`config.mk`:
```
export PLATFORM = sky130hd
export DESIGN_NAME = rs232_transmitter
export DESIGN_NICKNAME = d
export VERILOG_FILES = /design/src/rtl/rs232_pkg.sv /design/src/rtl/rs232_transmitter_baud_tick_generator.sv /design/src/rtl/rs232_transmitter.sv
export SDC_FILE = /design/constraint.sdc
export NUM_CORES = 1
export LEC_CHECK = 0
export ABC_AREA = 1
export BUFFER_PORTS_ARGS = -buffer_cell sky130_fd_sc_hd__buf_4
export CAP_MARGIN = 5
export CELL_PAD_IN_SITES_DETAIL_PLACEMENT = 2
export CELL_PAD_IN_SITES_GLOBAL_PLACEMENT = 2
export CORE_MARGIN = 4
export CORE_UTILIZATION = 38
export CTS_BUF_LIST = sky130_fd_sc_hd__clkbuf_2 sky130_fd_sc_hd__clkbuf_4 sky130_fd_sc_hd__clkbuf_8
export CTS_CLUSTER_DIAMETER = 200
export DETAILED_ROUTE_END_ITERATION = 10
export PLACE_DENSITY = 0.95
export REMOVE_ABC_BUFFERS = 1
export SLEW_MARGIN = 20
export SYNTH_ARGS = -nofsm -noshare
export SYNTH_HDL_FRONTEND = slang
export SYNTH_HIERARCHICAL = 1
export SYNTH_SLANG_ARGS = --single-unit
```
`constraint.sdc`:
```
create_clock -name clk -period 2.9 [get_ports clk]
set_input_delay 0 -clock clk [delete_from_list [all_inputs] [get_ports clk]]
set_output_delay 0 -clock clk [all_outputs]
set_load 0.05 [all_outputs]
```
`src/rtl/rs232_pkg.sv`:
```
// rs232_pkg
//   Definitions shared by the RS-232 transmitter and the future receiver:
//   the frame state encoding and the bit-period computation.
//   No ports.
package rs232_pkg;

   localparam logic [2:0] S_IDLE   = 3'd0;
   localparam logic [2:0] S_FETCH  = 3'd1;
   localparam logic [2:0] S_START  = 3'd2;
   localparam logic [2:0] S_DATA   = 3'd3;
   localparam logic [2:0] S_PARITY = 3'd4;
   localparam logic [2:0] S_STOP   = 3'd5;

   typedef enum logic [2:0] {
      IDLE   = S_IDLE,
      FETCH  = S_FETCH,
      START  = S_START,
      DATA   = S_DATA,
      PARITY = S_PARITY,
      STOP   = S_STOP
   } rs232_state_e;

   // Clocks per line bit, integer-truncated. Callers need a result >= 4.
   function automatic int bit_ticks(input int clk_freq_hz, input int baud_rate);
      return clk_freq_hz / baud_rate;
   endfunction

endpackage

```
`src/rtl/rs232_transmitter_baud_tick_generator.sv`:
```
// baud_tick_generator
//   Down-counter producing a one-clock tick every TICKS clocks. While
//   restart is high the counter is held at its reload value, so the first
//   tick after restart drops arrives exactly TICKS clocks later.
// Ports
//   clk       in   system clock, rising edge
//   clear     in   asynchronous active-high reset
//   restart   in   synchronous reload / hold
//   tick      out  high on the last clock of each period
//   pre_tick  out  high on the clock before tick
module baud_tick_generator #(
   parameter int TICKS = 10
) (
   input  logic clk,
   input  logic clear,
   input  logic restart,
   output logic tick,
   output logic pre_tick
);

   localparam int CW = (TICKS < 2) ? 1 : $clog2(TICKS);
   localparam logic [CW-1:0] RELOAD = CW'(TICKS - 1);
   localparam logic [CW-1:0] ONE    = CW'(1);

   logic [CW-1:0] cnt;

   always_ff @(posedge clk or posedge clear) begin
      if (clear) begin
         cnt <= '0;
      end else if (restart || cnt == '0) begin
         cnt <= RELOAD;
      end else begin
         cnt <= cnt - ONE;
      end
   end

   assign tick     = (cnt == '0) && !restart;
   assign pre_tick = (cnt == ONE) && !restart;

endmodule

```
`src/rtl/rs232_transmitter.sv`:
```
// rs232_transmitter
//   UART serializer fed by a byte FIFO. Pops one word when enabled and data
//   is available, waits POP_LATENCY clocks for it, then sends start bit,
//   DATA_WIDTH data bits LSB first, optional even parity, and STOP_BITS stop
//   bits. All outputs are registered.
//   Macro QUICK_RS232_PARITY_EN adds the even-parity bit after the data bits.
// Ports
//   clk             in   system clock, rising edge
//   clear           in   asynchronous active-high reset
//   enable          in   allows new frames to start
//   data_available  in   upstream FIFO not empty
//   pop             out  one-clock pop request
//   in_data         in   popped word, valid POP_LATENCY clocks after pop
//   tx              out  serial line, idle high
//   busy            out  high from pop until the last stop bit ends
//   byte_sent       out  one-clock pulse on the last stop-bit clock
//
// state  | meaning
// IDLE   | line high, waiting for enable && data_available
// FETCH  | pop issued, waiting for the word to arrive
// START  | start bit (low)
// DATA   | data bits, LSB first
// PARITY | even parity bit (parity build only)
// STOP   | stop bit(s), byte_sent on the final clock
module rs232_transmitter
   import rs232_pkg::*;
#(
   parameter int CLK_FREQ_HZ = 50_000_000,
   parameter int BAUD_RATE   = 115200,
   parameter int DATA_WIDTH  = 8,
   parameter int STOP_BITS   = 1,
   parameter int POP_LATENCY = 3
) (
   input  logic                  clk,
   input  logic                  clear,
   input  logic                  enable,
   input  logic                  data_available,
   output logic                  pop,
   input  logic [DATA_WIDTH-1:0] in_data,
   output logic                  tx,
   output logic                  busy,
   output logic                  byte_sent
);

   localparam int BIT_TICKS = bit_ticks(CLK_FREQ_HZ, BAUD_RATE);
   localparam int BW = $clog2(DATA_WIDTH);
   localparam int FW = (POP_LATENCY < 1) ? 1 : $clog2(POP_LATENCY + 1);

   localparam logic [BW-1:0] LAST_DATA = BW'(DATA_WIDTH - 1);
   localparam logic [BW-1:0] LAST_STOP = BW'(STOP_BITS - 1);
   localparam logic [BW-1:0] BIT_ONE   = BW'(1);
   localparam logic [FW-1:0] LAST_WAIT = FW'(POP_LATENCY);
   localparam logic [FW-1:0] WAIT_ONE  = FW'(1);

   rs232_state_e          state;
   logic [DATA_WIDTH-1:0] shift_reg;
   logic [BW-1:0]         bit_cnt;
   logic [FW-1:0]         fetch_cnt;
   logic                  restart;
   logic                  tick;
   logic                  pre_tick;
`ifdef QUICK_RS232_PARITY_EN
   logic                  parity_bit;
`endif

   // Holding the bit timer in reload outside the bit-timed states makes the
   // start bit begin a full period on the clock after the word is latched.
   // Between bit states the transition coincides with the reload, so every
   // state entry starts a fresh period.
   assign restart = (state == IDLE) || (state == FETCH);

   baud_tick_generator #(
      .TICKS (BIT_TICKS)
   ) u_baud (
      .clk      (clk),
      .clear    (clear),
      .restart  (restart),
      .tick     (tick),
      .pre_tick (pre_tick)
   );

   always_ff @(posedge clk or posedge clear) begin
      if (clear) begin
         state     <= IDLE;
         tx        <= 1'b1;
         pop       <= 1'b0;
         busy      <= 1'b0;
         byte_sent <= 1'b0;
         shift_reg <= '0;
         bit_cnt   <= '0;
         fetch_cnt <= '0;
`ifdef QUICK_RS232_PARITY_EN
         parity_bit <= 1'b0;
`endif
      end else begin
         pop       <= 1'b0;
         byte_sent <= 1'b0;
         case (state)
            IDLE: begin
               tx <= 1'b1;
               if (enable && data_available) begin
                  pop       <= 1'b1;
                  busy      <= 1'b1;
                  fetch_cnt <= '0;
                  state     <= FETCH;
               end
            end
            FETCH: begin
               if (fetch_cnt == LAST_WAIT) begin
                  shift_reg <= in_data;
`ifdef QUICK_RS232_PARITY_EN
                  parity_bit <= ^in_data;
`endif
                  tx        <= 1'b0;
                  state     <= START;
               end else begin
                  fetch_cnt <= fetch_cnt + WAIT_ONE;
               end
            end
            START: begin
               if (tick) begin
                  tx      <= shift_reg[0];
                  bit_cnt <= '0;
                  state   <= DATA;
               end
            end
            DATA: begin
               if (tick) begin
                  if (bit_cnt == LAST_DATA) begin
                     bit_cnt <= '0;
`ifdef QUICK_RS232_PARITY_EN
                     tx    <= parity_bit;
                     state <= PARITY;
`else
                     tx    <= 1'b1;
                     state <= STOP;
`endif
                  end else begin
                     shift_reg <= shift_reg >> 1;
                     tx        <= shift_reg[1];
                     bit_cnt   <= bit_cnt + BIT_ONE;
                  end
               end
            end
`ifdef QUICK_RS232_PARITY_EN
            PARITY: begin
               if (tick) begin
                  tx      <= 1'b1;
                  bit_cnt <= '0;
                  state   <= STOP;
               end
            end
`endif
            STOP: begin
               // byte_sent is registered, so it is raised one clock early
               // to land on the final stop-bit clock.
               if (pre_tick && bit_cnt == LAST_STOP) begin
                  byte_sent <= 1'b1;
               end
               if (tick) begin
                  if (bit_cnt == LAST_STOP) begin
                     busy  <= 1'b0;
                     state <= IDLE;
                  end else begin
                     bit_cnt <= bit_cnt + BIT_ONE;
                  end
               end
            end
            default: begin
               tx    <= 1'b1;
               busy  <= 1'b0;
               state <= IDLE;
            end
         endcase
      end
   end

endmodule

```
==> run_results.csv <==
group,metric,value,unit
critical_path,crit_type,"reg2reg",
timing,rsz0062_at_grt,"false",
global_route,grt_max_degree,21,
critical_path,critPathMaxFanout,9,
timing,maxSlewHeadroom,45.1,%
route,drc,0,
global_route,grt_pass1_wl,9.08,mm
yosys,synth_warnings,6,
die,core,4350,um2
yosys,ys_top_cells_by_area,"dfrtp_1 41%, nand2_1 21%, inv_1 5.3%, ha_1 5.1%, nor2_1 4.2%",
global_route,grtUsageMet1,24.4,%
pwr,switching_power,0.00104,W
timing,fmax,0.445,GHz
pwr,intPower,0.00105,W
critical_path,cp.arrival,2420,ps
layout,layout_commonest_cell,"nand2_1",
die,ios,16,
yosys,yosysTopAreaCell,"dfrtp_1",
global_route,grtUsageTotal,21.9,%
clock_network,clockBufferDepth,2,
route,viasPerCell,5.20,
pwr,power.share.sequential,33.0,%
route,via_count,1581,
layout,stdcell_count,304,
clock_network,h-tree-depth,2,
pwr,power.clock.fraction,16.6,%
place,place_area,1870,um2
layout,num_antenna_cells,0,
timing,tns,0,ps
critical_path,required,3080,ps
yosys,ys_types,26,
layout,layout_common_cells,"94 x nand2_1, 28 x dfrtp_1, 24 x inv_1",
layout,final_area,1970,um2
clock_network,cts_tree,"yes",
die,rows,24,
critical_path,end_kind,"flip-flop",
route,ant_nets,0,
place,dpl.cell_count,294,
global_route,first_global_vias,1824,
die,start_util,39.3,%
place,gp_congestion,0.795,
die,die_w,75.1,um
timing,period_needed,2250,ps
timing,finalHoldViolCount,1,
outcome,violations,"hold timing",
flow_run,maxCapViolCount,0,
yosys,yosysSeqAreaShare,42.5,%
place,port_buffers,15,
clock_network,cts_resized,0,
route,first_iter_violations,51,
die,chipHeight,75.1,um
clock_network,cts_root_buf,"clkbuf_8",
global_route,grt.overflow.total,0,
route,wl_per_cell,17.5,um
outcome,status,"complete, but fails checks",
layout,largest_register_ffs,9,
layout,syn_to_final_growth,15.4,%
timing,timing.hold.ws,-1.13,ps
timing,slew_violations,0,
pwr,p_leak,1.10,nW
global_route,antenna_found_initial,0,
yosys,postSynthCellCount,229,
layout,nets,270,
place,dp_hpwl,3.74,mm
yosys,synth_top_area_share,40.9,%
timing,period_share,77.4,%
yosys,synth_seq_cells,29,
clock_network,insertion_delay,290,ps
route,firstDrtPassIters,4,
critical_path,startpoint_type,"flip-flop",
timing,tightestPinTransition,822,ps
layout,nFillCells,523,
global_route,busiest_layer,"met2",
pwr,ir_worst_vdd,0.531,mV
timing,setup_viol,0,
min_path,worst_hold_path_type,"in2reg",
clock_network,numCtsBuffers,5,
pwr,powerDensity,1050,nW/um2
die,dieArea,5640,um2
layout,drive_above_1_share,17.5,%
timing,fin_skew,8.27,ps
global_route,grt_util_met2,40.6,%
pwr,switching_share,49.8,%
global_route,grtUsageMet3,4.94,%
clock_network,clock_sinks,29,
yosys,synth_area,1710,um2
clock_network,clkTransAtPathRegs,70,ps
yosys,syn_avg_cell_area,7.47,um2
pwr,p_comb_share,50.4,%
route,wl,5.31,mm
-- cells in the mapped netlist --
| library cell | count |
|---|---|
| nand2_1 | 94 |
| dfrtp_1 | 28 |
| inv_1 | 24 |
| nor2_1 | 19 |
| nand3_1 | 11 |
| nand4_1 | 8 |
| ha_1 | 7 |
| o21ai_0 | 7 |
| nand2_2 | 6 |
| nor2_4 | 4 |
| inv_2 | 3 |
| nand2_4 | 2 |
| o21ai_1 | 2 |
| xor2_1 | 2 |
| a21oi_1 | 1 |
| a21oi_2 | 1 |
| buf_4 | 1 |
| clkbuf_8 | 1 |
| dfstp_2 | 1 |
| inv_4 | 1 |
| nand3_2 | 1 |
| nand3_4 | 1 |
| nor2_2 | 1 |
| nor3b_1 | 1 |
| o21a_1 | 1 |
| xnor2_1 | 1 |
-- power by group through the flow --
stage	Sequential [W]	Clock, W	Combinational (W)
floorplan	0.000699	0	0.000711
global placement	0.000673	0	0.000971
detailed placement	0.000685	0	0.00103
CTS	0.000688	0.000352	0.00107
global route	0.000706	0.000381	0.00119
finish	0.000687	0.000345	0.00105
-- per-layer routing --
| layer | vias up | share of wire (%) |
|---|---|---|
| met3 | 9 | 3.1 |
| met4 | 0 | 1.8 |
| met2 | 23 | 54 |
| li1 | 758 | - |
| met5 | - | 0 |
| met1 | 791 | 41 |
-- final cells by class --
| class | instances | area (um2) | area share [%] |
|---|---|---|---|
| inverters | 28 | 108 | 5.45 |
| clock buffers | 6 | 76.3 | 3.87 |
| flip-flops and latches | 29 | 727 | 36.8 |
| repair buffers | 17 | 133 | 6.72 |
| multi-input cells | 170 | 856 | 43.3 |
| well taps | 52 | 65.1 | 3.30 |
| clock inverters | 2 | 10.0 | 0.507 |
-- critical path: stages (launching register included) --
cell and delay [ps]:
dfrtp_1 560, inv_2 150, nand2_4 130, o21ai_0 180, nor2_1 250, inv_1 140
nand4_1 190, inv_1 80, nor2_2 160, nand2_1 130, nand2_1 90, nand2_1 60
-- worst paths after layout --
kind                               startpoint             to  slack, ps  cells after the start
worst min-delay path               in_data[4]   shift_reg[4]         -1                      5
min in group asynchronous               clear  u_baud/cnt[0]        240                      3
max in group asynchronous               clear   shift_reg[7]       1940                      3
worst max-delay path                 state[2]     bit_cnt[2]        650                     11
worst max register to register       state[2]     bit_cnt[2]        650                     11
worst min register to register  u_baud/cnt[0]  u_baud/cnt[0]        490                      1
-- metrics by stage --
step,power (W),worst slack (ps),util [%]
detailed placement,0.00172,744,42.9
finish,0.00208,655,45.3
global placement,0.00164,907,42.9
floorplan,0.00141,1160,-
CTS,0.00211,650,45.3
global route,0.00228,443,45.3
-- cell families (layout without fill, tap and decap cells) --
family / Yosys count / in the layout / share of synthesized area [%]
flops: 29 / 29 / 42.5
compound gates: 12 / 12 / 3.87
xor+xnor: 3 / 3 / 1.54
fa+ha+maj: 7 / 7 / 5.12
simple gates: 148 / 148 / 39.5
buf+inv: 30 / 53 / 7.53
-- timing repair --
item,CTS,global route
hold endpoints to repair,29,0
setup buffers,0,0
hold buffers,2,0
Power figures use the tool's default switching activity.
